--- config.mk ---
export PLATFORM = sky130hd
export DESIGN_NAME = fxp_mac_stream
export DESIGN_NICKNAME = d
export VERILOG_FILES = /design/src/rtl/fxp_mac_stream.sv
export SDC_FILE = /design/constraint.sdc
export NUM_CORES = 2
export LEC_CHECK = 0
export ABC_AREA = 1
export BUFFER_PORTS_ARGS = -buffer_cell sky130_fd_sc_hd__buf_2
export CAP_MARGIN = 20
export CORE_MARGIN = 5
export CORE_UTILIZATION = 25
export DETAILED_ROUTE_END_ITERATION = 16
export PLACE_DENSITY = 0.41
export RECOVER_POWER = 25
export SLEW_MARGIN = 40
export SYNTH_ARGS = -nofsm -noshare
export SYNTH_HDL_FRONTEND = slang
export SYNTH_SLANG_ARGS = --single-unit
export TNS_END_PERCENT = 5
--- constraint.sdc ---
create_clock -name clk -period 8.8 [get_ports clk]
set_clock_uncertainty 0.2 [all_clocks]
set_input_delay 1.32 -clock clk [delete_from_list [all_inputs] [get_ports clk]]
set_output_delay 1.32 -clock clk [all_outputs]
set_load 0.1 [all_outputs]
--- src/rtl/fxp_mac_stream.sv ---
// Streaming fixed-point dot-product engine with fused ReLU on the result.
// Optional FXP_MAC_SAT_EN: saturating product and accumulate instead of wrapping.
module fxp_mac_stream #(
  parameter int unsigned WIDTH = 32,
  parameter int unsigned FRAC  = 16,
  parameter int unsigned CNT_W = 8
) (
  input  logic             clk,
  input  logic             rst_n,
  input  logic             in_valid,
  output logic             in_ready,
  input  logic [WIDTH-1:0] in_a,
  input  logic [WIDTH-1:0] in_b,
  input  logic             in_last,
  output logic             out_valid,
  input  logic             out_ready,
  output logic [WIDTH-1:0] out_y,
  output logic             out_d,
  output logic [WIDTH-1:0] out_sum,
  output logic [CNT_W-1:0] out_count
);

  localparam int unsigned PW = 2 * WIDTH;
  localparam logic [CNT_W-1:0] CntOne = {{(CNT_W-1){1'b0}}, 1'b1};

  logic             stall;
  logic [PW-1:0]    a_ext, b_ext, z;
  logic [WIDTH-1:0] p;
  logic             unused_z;

  logic             s1_valid_q, s1_last_q;
  logic [WIDTH-1:0] s1_p_q;
  logic             first_q;
  logic [WIDTH-1:0] acc_q, acc_base, acc_next;
  logic [CNT_W-1:0] cnt_q, cnt_next;
  logic             sum_pos;

  assign stall    = out_valid && !out_ready;
  assign in_ready = !stall;

  // Sign-extend first so the truncated PW-bit product is the exact signed result.
  assign a_ext = {{WIDTH{in_a[WIDTH-1]}}, in_a};
  assign b_ext = {{WIDTH{in_b[WIDTH-1]}}, in_b};
  assign z     = a_ext * b_ext;

`ifdef FXP_MAC_SAT_EN
  localparam logic [WIDTH-1:0] MaxVal = {1'b0, {(WIDTH-1){1'b1}}};
  localparam logic [WIDTH-1:0] MinVal = {1'b1, {(WIDTH-1){1'b0}}};

  logic             z_fits;
  logic [WIDTH-1:0] sum_raw;
  logic             add_ovf;

  // The product fits when every bit above the kept sign position matches it.
  assign z_fits   = (&z[PW-1:WIDTH+FRAC-1]) || !(|z[PW-1:WIDTH+FRAC-1]);
  assign p        = z_fits ? {z[PW-1], z[WIDTH+FRAC-2:FRAC]} : (z[PW-1] ? MinVal : MaxVal);
  assign unused_z = ^z[FRAC-1:0];

  assign sum_raw  = acc_base + s1_p_q;
  assign add_ovf  = (acc_base[WIDTH-1] == s1_p_q[WIDTH-1]) &&
                    (sum_raw[WIDTH-1] != acc_base[WIDTH-1]);
  assign acc_next = add_ovf ? (acc_base[WIDTH-1] ? MinVal : MaxVal) : sum_raw;
`else
  assign p        = {z[PW-1], z[WIDTH+FRAC-2:FRAC]};
  assign unused_z = ^{z[PW-2:WIDTH+FRAC-1], z[FRAC-1:0]};
  assign acc_next = acc_base + s1_p_q;
`endif

  assign acc_base = first_q ? '0 : acc_q;
  assign cnt_next = first_q ? CntOne : ((&cnt_q) ? cnt_q : cnt_q + CntOne);
  assign sum_pos  = !acc_next[WIDTH-1] && (|acc_next);

  // Product stage
  always_ff @(posedge clk or negedge rst_n) begin
    if (!rst_n) begin
      s1_valid_q <= 1'b0;
      s1_last_q  <= 1'b0;
      s1_p_q     <= '0;
    end else if (!stall) begin
      s1_valid_q <= in_valid;
      s1_last_q  <= in_last;
      s1_p_q     <= p;
    end
  end

  // Accumulate and output stage; when not stalled any pending result is consumed.
  always_ff @(posedge clk or negedge rst_n) begin
    if (!rst_n) begin
      first_q   <= 1'b1;
      acc_q     <= '0;
      cnt_q     <= '0;
      out_valid <= 1'b0;
      out_y     <= '0;
      out_d     <= 1'b0;
      out_sum   <= '0;
      out_count <= '0;
    end else if (!stall) begin
      out_valid <= 1'b0;
      if (s1_valid_q) begin
        if (s1_last_q) begin
          out_valid <= 1'b1;
          out_sum   <= acc_next;
          out_y     <= sum_pos ? acc_next : '0;
          out_d     <= sum_pos;
          out_count <= cnt_next;
          first_q   <= 1'b1;
          acc_q     <= '0;
          cnt_q     <= '0;
        end else begin
          first_q <= 1'b0;
          acc_q   <= acc_next;
          cnt_q   <= cnt_next;
        end
      end
    end
  end

endmodule

==> flow_summary.ini <==
[floorplanning]
core_box_area_um2 = 179000
starting_utilization_of_the_core_area_pct = 25.2
chipWidth_um = 435
placementRows = 155
die_h_um = 435
die-area_um2 = 189000
io_pins = 144

[grt]
grt_first_pass_wirelength_um = 226000
number_of_global_route_vias_before_repair = 38300
grt_start_max_net_pins = 97
global_route_usage_over_all_layers_pct = 15.5
global_route.overflow_total = 0
antenna_found_initial = 7

[routing]
postRouteAntennaNets = 0
drc = 0
drt_first_iter_violations = 1726
finalWirelength_um = 140000
avgRoutedWirePerCell_um = 17.2
vias = 34100
drt-pass1-iter-count = 5
drt-vias-per-instance = 4.18

[cells_and_area]
layout-area-overhead-vs-synth_pct = 10.8
commonest_cells_after_routing_fill_and_taps_aside = 1758 x inv_1, 1558 x nand2_1, 1082 x fa_1
layout-drive-gt1-share_pct = 6.52
most_frequent_standard_cell_in_the_layout_excluding_fill_and_tap_cells = inv_1
finish.net_count = 7147
layout.cells.non_filler = 8155

[sta]
timing.fmax_mhz = 121
rsz0062_at_grt = false
final_period_minus_worst_setup_slack_ps = 8280
worstMarginPinSlew_ps = 3890
finalSetupTns_ps = 0
final_max_slew_viol_count = 99
slew_headroom_pct = -159
final.period_utilization_pct = 94.1
worst_hold_slack_ps = 272
timing.final.hold_violations = 0
timing.final.setup_violations = 0

[clocking]
cts_num_sinks = 149
cts.repair_timing.setup_buffer_count = 0
clockRootBuffer = clkbuf_16
clock_insertion_delay_worst_skew_ps = 440
htree_num_levels = 4
cts_resized = 0
tritoncts = done
cts_inserted_buffers = 17
clk_pin_slew_worst_paths_ps = 70
number_of_buffers_between_clock_root_and_the_deepest_sink = 2
postCtsHoldBufs = 0

[worst_setup_path]
worst-r2r-cell-count = 15
critical_path.endpoint_type = register
reg2reg_launch_point = first_q
worst-setup-path-type = primary input to register
critical_path.max_fanout = 23
critical_path_required_ps = 8930
ff2ff_setup_slack_ps = 4090
timing.critical_path.arrival_ps = 8410
crit_path_start_kind = primary input
startpoint_of_the_most_critical_setup_path = in_b[7]

[run]
cap_viol_max_count = 2

[run_status]
violations = capacitance limit, slew limit
run_status = finished with violations

[place]
place_congestion = 0.836
hpwlAfterDp_um = 122000
numPlacedInstances = 8118
io_buffers = 143

[hold_path]
min-delay-path-class = register to register
worstHoldStart = out_y[0]
worstHoldPathCells = 2

[synth]
async_reset_ff_share_pct = 100
number_of_unique_standard_cell_types_used_by_synthesis = 38
synth.cell_area_um2 = 45100
yosysWarnings = 0
synth.yosys.seq_area_share_pct = 8.27
synth_seq_cells = 149
post_synth_inst_count = 5695
post_synthesis_net_count = 7058
synth-edff-count = 0
ys_dominant_reg_cell = dfrtp_1
synthesis.area_per_instance_um2 = 7.92
[registers in the layout (all words and copies together), names as in the netlist]
name        flops
acc_q          32
cnt_q           8
first_q         1
out_count       8
out_d           1
out_sum        32
out_valid       1
out_y          32
s1_last_q       1
s1_p_q         32
s1_valid_q      1
[cells in the mapped netlist (2+ instances only)]
| cell type | count | area share (%) |
|---|---|---|
| and2_1 | 6 | 0.083 |
| nor2_1 | 216 | 1.8 |
| a21o_1 | 7 | 0.12 |
| nand3_1 | 90 | 1.0 |
| o22ai_1 | 37 | 0.51 |
| nor4_1 | 2 | 0.028 |
| nor3_2 | 2 | 0.044 |
| clkbuf_1 | 229 | 1.9 |
| nand2_1 | 1558 | 13 |
| a211oi_1 | 3 | 0.050 |
| nand3b_1 | 10 | 0.17 |
| xnor2_1 | 27 | 0.52 |
| nand3_2 | 11 | 0.24 |
| nand4_1 | 25 | 0.35 |
| dfrtp_1 | 148 | 8.2 |
| nor3_1 | 17 | 0.19 |
| o21bai_1 | 3 | 0.050 |
| buf_6 | 3 | 0.075 |
| fa_1 | 1082 | 48 |
| xor2_1 | 11 | 0.21 |
| o21a_1 | 5 | 0.083 |
| a21oi_1 | 84 | 0.93 |
| nor2_2 | 7 | 0.097 |
| o211ai_1 | 6 | 0.10 |
| o21ai_0 | 97 | 1.1 |
| ha_1 | 212 | 5.9 |
| nand2_2 | 2 | 0.028 |
| inv_1 | 1759 | 15 |
| a31oi_1 | 10 | 0.14 |
| or2_2 | 18 | 0.25 |
[final timing paths]
path / end
worst max-delay path: s1_p_q[29]
worst min-delay path: out_y[0]
worst max register to register: out_y[7]
worst min register to register: out_y[0]
max in group asynchronous: s1_p_q[14]
min in group asynchronous: out_y[14]
[metrics by stage]
stage	util (%)	cell area, um^2	worst slack [ps]
6_report	27.9	50000	517
5_1_grt	27.9	50000	140
4_1_cts	27.9	50000	464
3_5_place_dp	27.6	49400	0.273
3_3_place_gp	27.6	49400	23.5
2_1_floorplan	-	45100	720
[critical path: stages]
cell and delay, ps:
buf_2 330, buf_4 410, nand2_1 80, inv_1 80, fa_1 430, fa_1 480
fa_1 550, inv_1 50, fa_1 470, inv_1 60, fa_1 480, fa_1 460
fa_1 630, inv_1 80, fa_1 480, inv_1 40, ha_1 390, nand2_1 130
nor2_1 140, inv_1 90, nor3_1 310, inv_1 140, nor4_1 180, o21ai_0 260
nand3_1 130, nand2_1 60, nand3_1 80, nand2_1 50
[per-layer routing]
layer,track usage [%],routed length (um)
met3,0.706,2480
met4,2.73,2580
met2,29.3,74400
met5,0,0
met1,19.6,60800
[cell type report]
| type | instances | area, um^2 |
|---|---|---|
| Multi-Input combinational cell | 3554 | 33900 |
| Timing Repair Buffer | 303 | 2240 |
| Fill cell | 19600 | 129000 |
| Clock buffer | 19 | 443 |
| Sequential cell | 149 | 3730 |
| Inverter | 1759 | 6610 |
| Antenna cell | 3 | 7.51 |
| Tap cell | 2355 | 2950 |
| Clock inverter | 13 | 121 |
[logic make-up after synthesis]
group	after synthesis	share of synthesized area, %
and+or+nand+nor	1966	17.3
xor gates and xnor gates	39	0.774
buffers and inverters	1992	16.6
adders and majority gates	1294	53.9
DFF	149	8.27
AOI/OAI and AO/OA	255	3.12
Power is not shown: default switching activity piles up to over one toggle a cycle in this logic, so the estimate is an artifact.
